--- src/rtl/decoder_rr_arbiter_pkg.sv ---
// Shared constants and state encoding for the round-robin arbiter and its grant decoder.
package decoder_rr_arbiter_pkg;

    localparam int NREQ = 8;
    localparam logic [1:0] DEC_ON = 2'b10;

    typedef enum logic [1:0] {
        IDLE  = 2'd0,
        GRANT = 2'd1,
        GAP   = 2'd2
    } arbState_t;

endpackage

--- src/rtl/decoder_rr_arbiter_dec.sv ---
// Existing 3-to-8 active-low decoder; drives a single low line only when enabled with DEC_ON.
module decoder
    import decoder_rr_arbiter_pkg::*;
(
    input  logic [2:0] iData,
    input  logic [1:0] iEna,
    output logic [7:0] oData
);

    always_comb begin
        oData = 8'hFF;
        if (iEna == DEC_ON) begin
            oData[iData] = 1'b0;
        end
    end

endmodule

--- src/rtl/decoder_rr_arbiter.sv ---
// Round-robin arbiter for 8 requesters with bounded hold time and a one-cycle
// all-high gap between owners; the grant lines come from the shared decoder.
module decoder_rr_arbiter
    import decoder_rr_arbiter_pkg::*;
#(
    parameter int MAX_HOLD = 15,
    parameter int HOLD_W   = 4
) (
    input  logic            iClk,
    input  logic            iRst,
    input  logic            iEna,
    input  logic [NREQ-1:0] iReq,
    input  logic            iRelease,
    output logic [2:0]      oGrantIdx,
    output logic [1:0]      oGrantEna,
    output logic [NREQ-1:0] oGrant_n,
    output logic            oBusy,
    output logic            oTimeout
);

    arbState_t         state;
    arbState_t         nextState;
    logic [2:0]        ptr;
    logic [2:0]        ptrNext;
    logic [HOLD_W-1:0] hold;
    logic [HOLD_W-1:0] holdNext;
    logic [2:0]        idxNext;
    logic [1:0]        enaNext;
    logic              busyNext;
    logic              timeoutNext;
    logic [3:0]        pick;
    logic              winFound;
    logic [2:0]        winIdx;
    logic              timeoutHit;
    logic              exitGrant;

    // Scan from the highest offset down so the request closest to ptr is written last and wins.
    function automatic logic [3:0] pickWinner(input logic [NREQ-1:0] req, input logic [2:0] start);
        logic [2:0] idx;
        logic [3:0] result;
        result = '0;
        for (int i = NREQ - 1; i >= 0; i--) begin
            idx = start + 3'(i);
            if (req[idx]) begin
                result = {1'b1, idx};
            end
        end
        return result;
    endfunction

    always_comb begin
        pick       = pickWinner(iReq, ptr);
        winFound   = pick[3];
        winIdx     = pick[2:0];
        timeoutHit = (hold == HOLD_W'(MAX_HOLD - 1));
        exitGrant  = !iEna || iRelease || !iReq[oGrantIdx] || timeoutHit;
    end

    always_comb begin
        nextState = state;
        case (state)
            IDLE, GAP: nextState = (iEna && winFound) ? GRANT : IDLE;
            GRANT:     nextState = exitGrant ? GAP : GRANT;
            default:   nextState = IDLE;
        endcase
    end

    // The timeout pulse is registered at the exit edge, so it shows up in the GAP cycle.
    always_comb begin
        idxNext     = oGrantIdx;
        ptrNext     = ptr;
        holdNext    = hold;
        enaNext     = 2'b00;
        busyNext    = 1'b0;
        timeoutNext = 1'b0;
        case (state)
            IDLE, GAP: begin
                if (nextState == GRANT) begin
                    idxNext  = winIdx;
                    holdNext = '0;
                    enaNext  = DEC_ON;
                    busyNext = 1'b1;
                end
            end
            GRANT: begin
                holdNext = hold + 1'b1;
                if (exitGrant) begin
                    ptrNext     = oGrantIdx + 3'd1;
                    idxNext     = 3'd0;
                    timeoutNext = timeoutHit && iEna && !iRelease && iReq[oGrantIdx];
                end else begin
                    enaNext  = DEC_ON;
                    busyNext = 1'b1;
                end
            end
            default: ;
        endcase
    end

    always_ff @(posedge iClk) begin
        if (iRst) begin
            state     <= IDLE;
            ptr       <= 3'd0;
            hold      <= '0;
            oGrantIdx <= 3'd0;
            oGrantEna <= 2'b00;
            oBusy     <= 1'b0;
            oTimeout  <= 1'b0;
        end else begin
            state     <= nextState;
            ptr       <= ptrNext;
            hold      <= holdNext;
            oGrantIdx <= idxNext;
            oGrantEna <= enaNext;
            oBusy     <= busyNext;
            oTimeout  <= timeoutNext;
        end
    end

    decoder u_dec (
        .iData(oGrantIdx),
        .iEna (oGrantEna),
        .oData(oGrant_n)
    );

endmodule

--- config.mk ---
export PLATFORM = sky130hd
export DESIGN_NAME = decoder_rr_arbiter
export DESIGN_NICKNAME = d
export VERILOG_FILES = /design/src/rtl/decoder_rr_arbiter_pkg.sv /design/src/rtl/decoder_rr_arbiter_dec.sv /design/src/rtl/decoder_rr_arbiter.sv
export SDC_FILE = /design/constraint.sdc
export NUM_CORES = 1
export LEC_CHECK = 0
export ABC_AREA = 1
export ABC_CLOCK_PERIOD_IN_PS = 2250
export CORE_UTILIZATION = 49
export CTS_BUF_LIST = sky130_fd_sc_hd__clkbuf_2
export DETAILED_ROUTE_END_ITERATION = 6
export GPL_TIMING_DRIVEN = 0
export PLACE_DENSITY = 0.79
export SKIP_LAST_GASP = 1
export SYNTH_ARGS = -nofsm -noshare
export SYNTH_HDL_FRONTEND = slang
export SYNTH_HIERARCHICAL = 1
export SYNTH_SLANG_ARGS = --single-unit
--- constraint.sdc ---
create_clock -name iClk -period 2.25 [get_ports iClk]
set_clock_uncertainty 0.15 [all_clocks]
set_input_delay 0.3375 -clock iClk [delete_from_list [all_inputs] [get_ports iClk]]
set_output_delay 0.3375 -clock iClk [all_outputs]
set_load 0.01 [all_outputs]
# Word level (Yosys, flattened, before mapping)

Cells that the tools add are included.

Bits in registers: 16
Input port bits: 12
Output and inout port bits: 15
Word-level logic and storage cells: 97

$add $sub $neg: 9
$lt $le $gt $ge: 10
Eq/ne operators: 7
Multiplexer cells: 43
Bitwise operators: 3
Reduce and logical (&&, ||, !) cells: 18

Operator list:

| cell                  | number |
|---|---|
| $lt A3 B4 Y1 const B  | 9 |
| $mux W4               | 9 |
| $bmux W1 S3           | 9 |
| $mux W1               | 13 |
| $add A3 B3 Y3 const B | 4 |
| $mux W8               | 1 |
| $not A8 Y8            | 1 |
| $pmux W2 S2           | 2 |
| $pmux W4 S2           | 1 |
| $add A3 B1 Y3 const B | 2 |
| $add A3 B2 Y3 const B | 2 |
| $mux W2               | 3 |
| $mux W3               | 2 |
| $pmux W3 S2           | 1 |
| $logic_and A1 B1 Y1   | 5 |
| $add A4 B1 Y4 const B | 1 |
| $eq A2 B1 Y1 const B  | 2 |
| $eq A2 B2 Y1 const B  | 2 |
| $eq A4 B4 Y1 const B  | 1 |
| $ne A2 B2 Y1 const B  | 2 |
| $reduce_and A2 Y1     | 2 |
| $demux W1 S3          | 1 |
| $ge A3 B1 Y1 const B  | 1 |
| $logic_not A1 Y1      | 3 |
| 8 further kinds       | 11 |

# Longest topological paths before layout

Depth after elaboration: 17
Gate-level depth with buffers: 19
Gate-level depth less buffers: 17

# Hierarchy

The synthesis kept the hierarchy.

Modules (own cells, without submodules):

| module             | times used | cells each | area each (um^2) |
|---|---|---|---|
| decoder_rr_arbiter | 1          | 218        | 1372.6 |
| decoder            | 1          | 18         | 85.1 |

# Worst setup path before layout

OpenSTA, ideal clock, no wires.

Kind: flip-flop to flip-flop
Start point: register ptr[0]
End point: register oGrantIdx[1]
Library setup time: 67 ps
Data arrival time: 2244 ps
Required time: 2033 ps
Slack: -211 ps
Cell stages (with the launch flop): 17
Path through: dfxtp_1 buf_6 inv_4 buf_8 ha_1 buf_2 inv_1 nand3_2 nand3_2 nand2_2 nor2_4 nand3_2 o21ai_4 nand2_4 nand2_2 nand2_1 a21oi_2

Word-level cells in the longest chain between the ends: 17
Elaborated cells between the ends (all ways): 39

RTL lines:

| what                          | RTL line                  | RTL |
|---|---|---|
| from (decl)                   | decoder_rr_arbiter.sv:23  | `logic [2:0] ptr;` |
| from (signal assigned)        | decoder_rr_arbiter.sv:111 | `ptr <= ptrNext;` |
| $add A3 B3 Y3                 | decoder_rr_arbiter.sv:43  | `idx = start + 3'(i);` |
| $bmux W1 S3                   | decoder_rr_arbiter.sv:44  | `if (req[idx]) begin` |
| $mux W1 (implied by the code) | decoder_rr_arbiter.sv:44  |  |
| $mux W4 (7 in series)         | decoder_rr_arbiter.sv:44  |  |
| $mux W4 (*)                   | decoder_rr_arbiter.sv:44  |  |
| $logic_and A1 B1 Y1           | decoder_rr_arbiter.sv:62  | `IDLE, GAP: nextState = (iEna && winFound) ? GRANT : IDLE;` |
| $mux W1                       | decoder_rr_arbiter.sv:62  |  |
| $pmux W2 S2                   | decoder_rr_arbiter.sv:61  | `case (state)` |
| $eq A2 B1 Y1                  | decoder_rr_arbiter.sv:78  | `if (nextState == GRANT) begin` |
| $ne A2 B2 Y1 (no line)        | n/a                       |  |
| $reduce_and A3 Y1 (no line)   | n/a                       |  |
| to (signal assigned)          | decoder_rr_arbiter.sv:113 | `oGrantIdx <= idxNext;` |
| to (decl)                     | decoder_rr_arbiter.sv:14  | `output logic [2:0] oGrantIdx,` |

Mark *: on every way between the ends. The rest lies on a longest branch, timed or not. The select of a mux whose other input is x is not followed.
A chain may end at the register's enable or synchronous reset.

# Final worst setup path

Start point: register ptr[1]
End point: register oGrantIdx[1]

The elaborated chain is that of the path after synthesis.

==> flow_metrics.env <==
export IMPL_finalCriticalPeriod_ns=2.24
export IMPL_dp_hpwl_mm=2.92
export IMPL_die_h_um=56.5
export IMPL_power_density_nw_per_um2=525
export IMPL_dp_cells=292
export IMPL_drc_errors=0
export IMPL_grt_pass1_wl_mm=6.74
export IMPL_synth_area_leader_cell="dfxtp_1"
export IMPL_ys_flop_type="dfxtp_1"
export IMPL_n_antenna_cell=0
export IMPL_wire_per_inst_um=13.4
export IMPL_synth_compound_area_share=0.136
export IMPL_place_gp_congestion=0.880
export IMPL_synth_fa_ha_area_frac=0.0429
export IMPL_syn_area_um2=1460
export IMPL_synth_top_area_frac=0.192
export IMPL_place_area_um2=1790
export IMPL_critPathArrivalTime_ns=2.25
export IMPL_finalHoldViolCount=0
export IMPL_path_class="reg -> reg"
export IMPL_cp_required_ns=2.26
export IMPL_drt_iter0_markers=95
export IMPL_cts_inserted_buffers=3
export IMPL_synth_area_top_cells="dfxtp_1 (19%), nand2_1 (14%), nand3_1 (14%), nand3_2 (7.6%), inv_1 (7.2%)"
export IMPL_grt_pass1_vias=1539
export IMPL_synth_enable_flop_cells=0
export IMPL_rows=19
export IMPL_synth_top_family_by_area="simple AND/OR/NAND/NOR gates"
export IMPL_grt_max_degree=14
export IMPL_end_kind="flip-flop"
export IMPL_synth_area_mux_share=0
export IMPL_start_util=0.524
export IMPL_rsz0062_at_grt="true"
export IMPL_cts_root_buf="clkbuf_2"
export IMPL_ys_warnings_count=6
export IMPL_seqCellArea_um2=285
export IMPL_nNetsFinal=292
export IMPL_ys_async_sr_fraction=0
export IMPL_netlist_top_cells_count="nand2_1 (56), nand3_1 (40), inv_1 (28), a21oi_1 (20)"
export IMPL_grt_ovfl_total=0
export IMPL_antenna_found_initial=0
export IMPL_netlist_cell_type_count=31
export IMPL_clkSlewWorstSetupHoldPaths_ns=0.12
export IMPL_slew_headroom=0.659
export IMPL_yosys_register_bits=14
export IMPL_critPathLaunchType="flip-flop"
export IMPL_drv_slew=0
export IMPL_drive_above_1_share=0.267
export IMPL_die_area_um2=3200
export IMPL_path_max_fanout=9
export IMPL_p_leak_nw=0.911
export IMPL_vias=1672
export IMPL_dr_pass1_iters=4
export IMPL_multi_input_comb_area_um2=1180
export IMPL_htree_levels=1
export IMPL_syn_to_final_growth_pct=39.6
export IMPL_synth_most_common_cell="nand2_1"
export IMPL_synthXorXnorAreaFrac=0.0120
export IMPL_synth_avg_cell_area_um2=6.18
export IMPL_finalCritPeriodShare=0.994
export IMPL_rrSetupSlack_ns=0.01
export IMPL_max_slew_worst_pin_slew_ns=0.512
export IMPL_worst_ir_drop_vdd_v=0.000504
export IMPL_hold_buffers=0
export IMPL_viasPerCell=5.50
export IMPL_fillers=242
export IMPL_wl_mm=4.07
export IMPL_synthSimpleGateAreaFrac=0.487
export IMPL_ioPinCount=27
export IMPL_clock_path_buffers=2
export IMPL_cts_sinks=14
export IMPL_port_buffers=24
export IMPL_ys_seq_area_frac=0.192
export IMPL_fin_area_um2=2030
export IMPL_min_path_type="in -> reg"
export IMPL_drtAntennaViolNets=0
export IMPL_core_area_um2=2780
export IMPL_setup_ws_ns=0.0134
export IMPL_drv_cap=0
export IMPL_total_power_w=0.00107
export IMPL_globalRouteTotalUtil=0.263
export IMPL_die_width_um=56.5
export IMPL_finalSetupViolCount=0
export IMPL_clock_latency_ns=0.28
export IMPL_hold_slack_ns=0.315
export IMPL_clock_fmax_mhz=447
export IMPL_synthesis_instances=236
export IMPL_fin_cells=304
export IMPL_cts_tree="yes"
export IMPL_dp_slack_ns=-0.264
export IMPL_outcome="finished, final reports clean"
==> registers in the layout, summed over array words and instances, names as in the netlist <==
| signal | flops |
|---|---|
| oGrantIdx | 3 |
| state | 2 |
| oGrantEna | 1 |
| oTimeout | 1 |
| hold | 4 |
| ptr | 3 |
==> layer usage <==
| metal | part of all wire | track usage |
|---|---|---|
| met1 | 0.42 | 0.333 |
| met5 | 0 | 0 |
| met4 | 0.023 | 0.111 |
| met3 | 0.040 | 0.0161 |
| met2 | 0.51 | 0.457 |
==> cells in the final DEF (no fill, tap or decap), drive strengths merged <==
| master | count |
|---|---|
| nor4 | 1 |
| buf | 16 |
| nor2 | 16 |
| dfxtp | 14 |
| nand4 | 1 |
| nor3 | 1 |
| nand3 | 51 |
| nand3b | 1 |
| conb | 2 |
| o211a | 1 |
| a21oi | 21 |
| o21ai | 11 |
| xnor2 | 1 |
| nand2 | 67 |
| o22ai | 1 |
| clkbuf | 4 |
| ha | 5 |
| clkdlybuf4s50 | 24 |
| xor2 | 1 |
| inv | 33 |
| a31oi | 1 |
==> report_power, final <==
| part | total, W | internal [W] | switching (W) |
|---|---|---|---|
| Sequential | 0.000293 | 0.000266 | 0.0000268 |
| Combinational | 0.000662 | 0.000267 | 0.000395 |
| Clock | 0.000112 | 0.0000363 | 0.0000755 |
==> final timing paths <==
kind / start / to / depth (start not counted)
worst max-delay path: ptr[1]$_SDFFE_PP0P_ / oGrantIdx[1]$_SDFFE_PP0P_ / 14
worst min-delay path: iRst / hold[1]$_SDFFE_PP0P_ / 2
worst max register to register: ptr[1]$_SDFFE_PP0P_ / oGrantIdx[1]$_SDFFE_PP0P_ / 14
worst min register to register: hold[0]$_SDFFE_PP0P_ / hold[0]$_SDFFE_PP0P_ / 1
==> logic make-up after synthesis <==
family                   count (synthesis)
other                                    1
AND/OR/NAND/NOR                        138
flip-flops                              14
buffers and inverters                   41
AO/OA/AOI/OAI                           35
XOR/XNOR                                 2
adder cells (fa/ha/maj)                  5
==> worst max-delay path, cell delays in order, from the launching register on <==
cell and delay (ns):
dfxtp_2 0.34, buf_6 0.13, inv_8 0.09, ha_4 0.26, inv_8 0.11, nand3_4 0.10
nand3_4 0.10, nand2_2 0.06, inv_2 0.06, nand4_1 0.15, o21ai_4 0.27, buf_6 0.14
a21oi_2 0.03, nand2_1 0.09, a21oi_2 0.06
==> metrics by stage <==
step                 util   TNS, ns
global placement    0.642     -1.50
finish              0.731         0
global route        0.731    -0.552
CTS                 0.711  -0.00463
floorplan               -         0
detailed placement  0.642     -1.61
==> timing repair <==
action,in CTS,in global routing
setup buffers,10,1
pin swaps,11,8
gates resized for setup,22,17
gates cloned,0,0
endpoints found under the setup margin,9,18
==> final cells by class <==
| type | count | area share |
|---|---|---|
| Tap cell | 31 | 0.0191 |
| Multi-Input combinational cell | 182 | 0.579 |
| Inverter | 33 | 0.0695 |
| Timing Repair Buffer | 35 | 0.162 |
| Clock buffer | 3 | 0.00738 |
| Buffer | 6 | 0.0228 |
| Sequential cell | 14 | 0.140 |
Note: power is estimated with default switching activity, not from simulation.
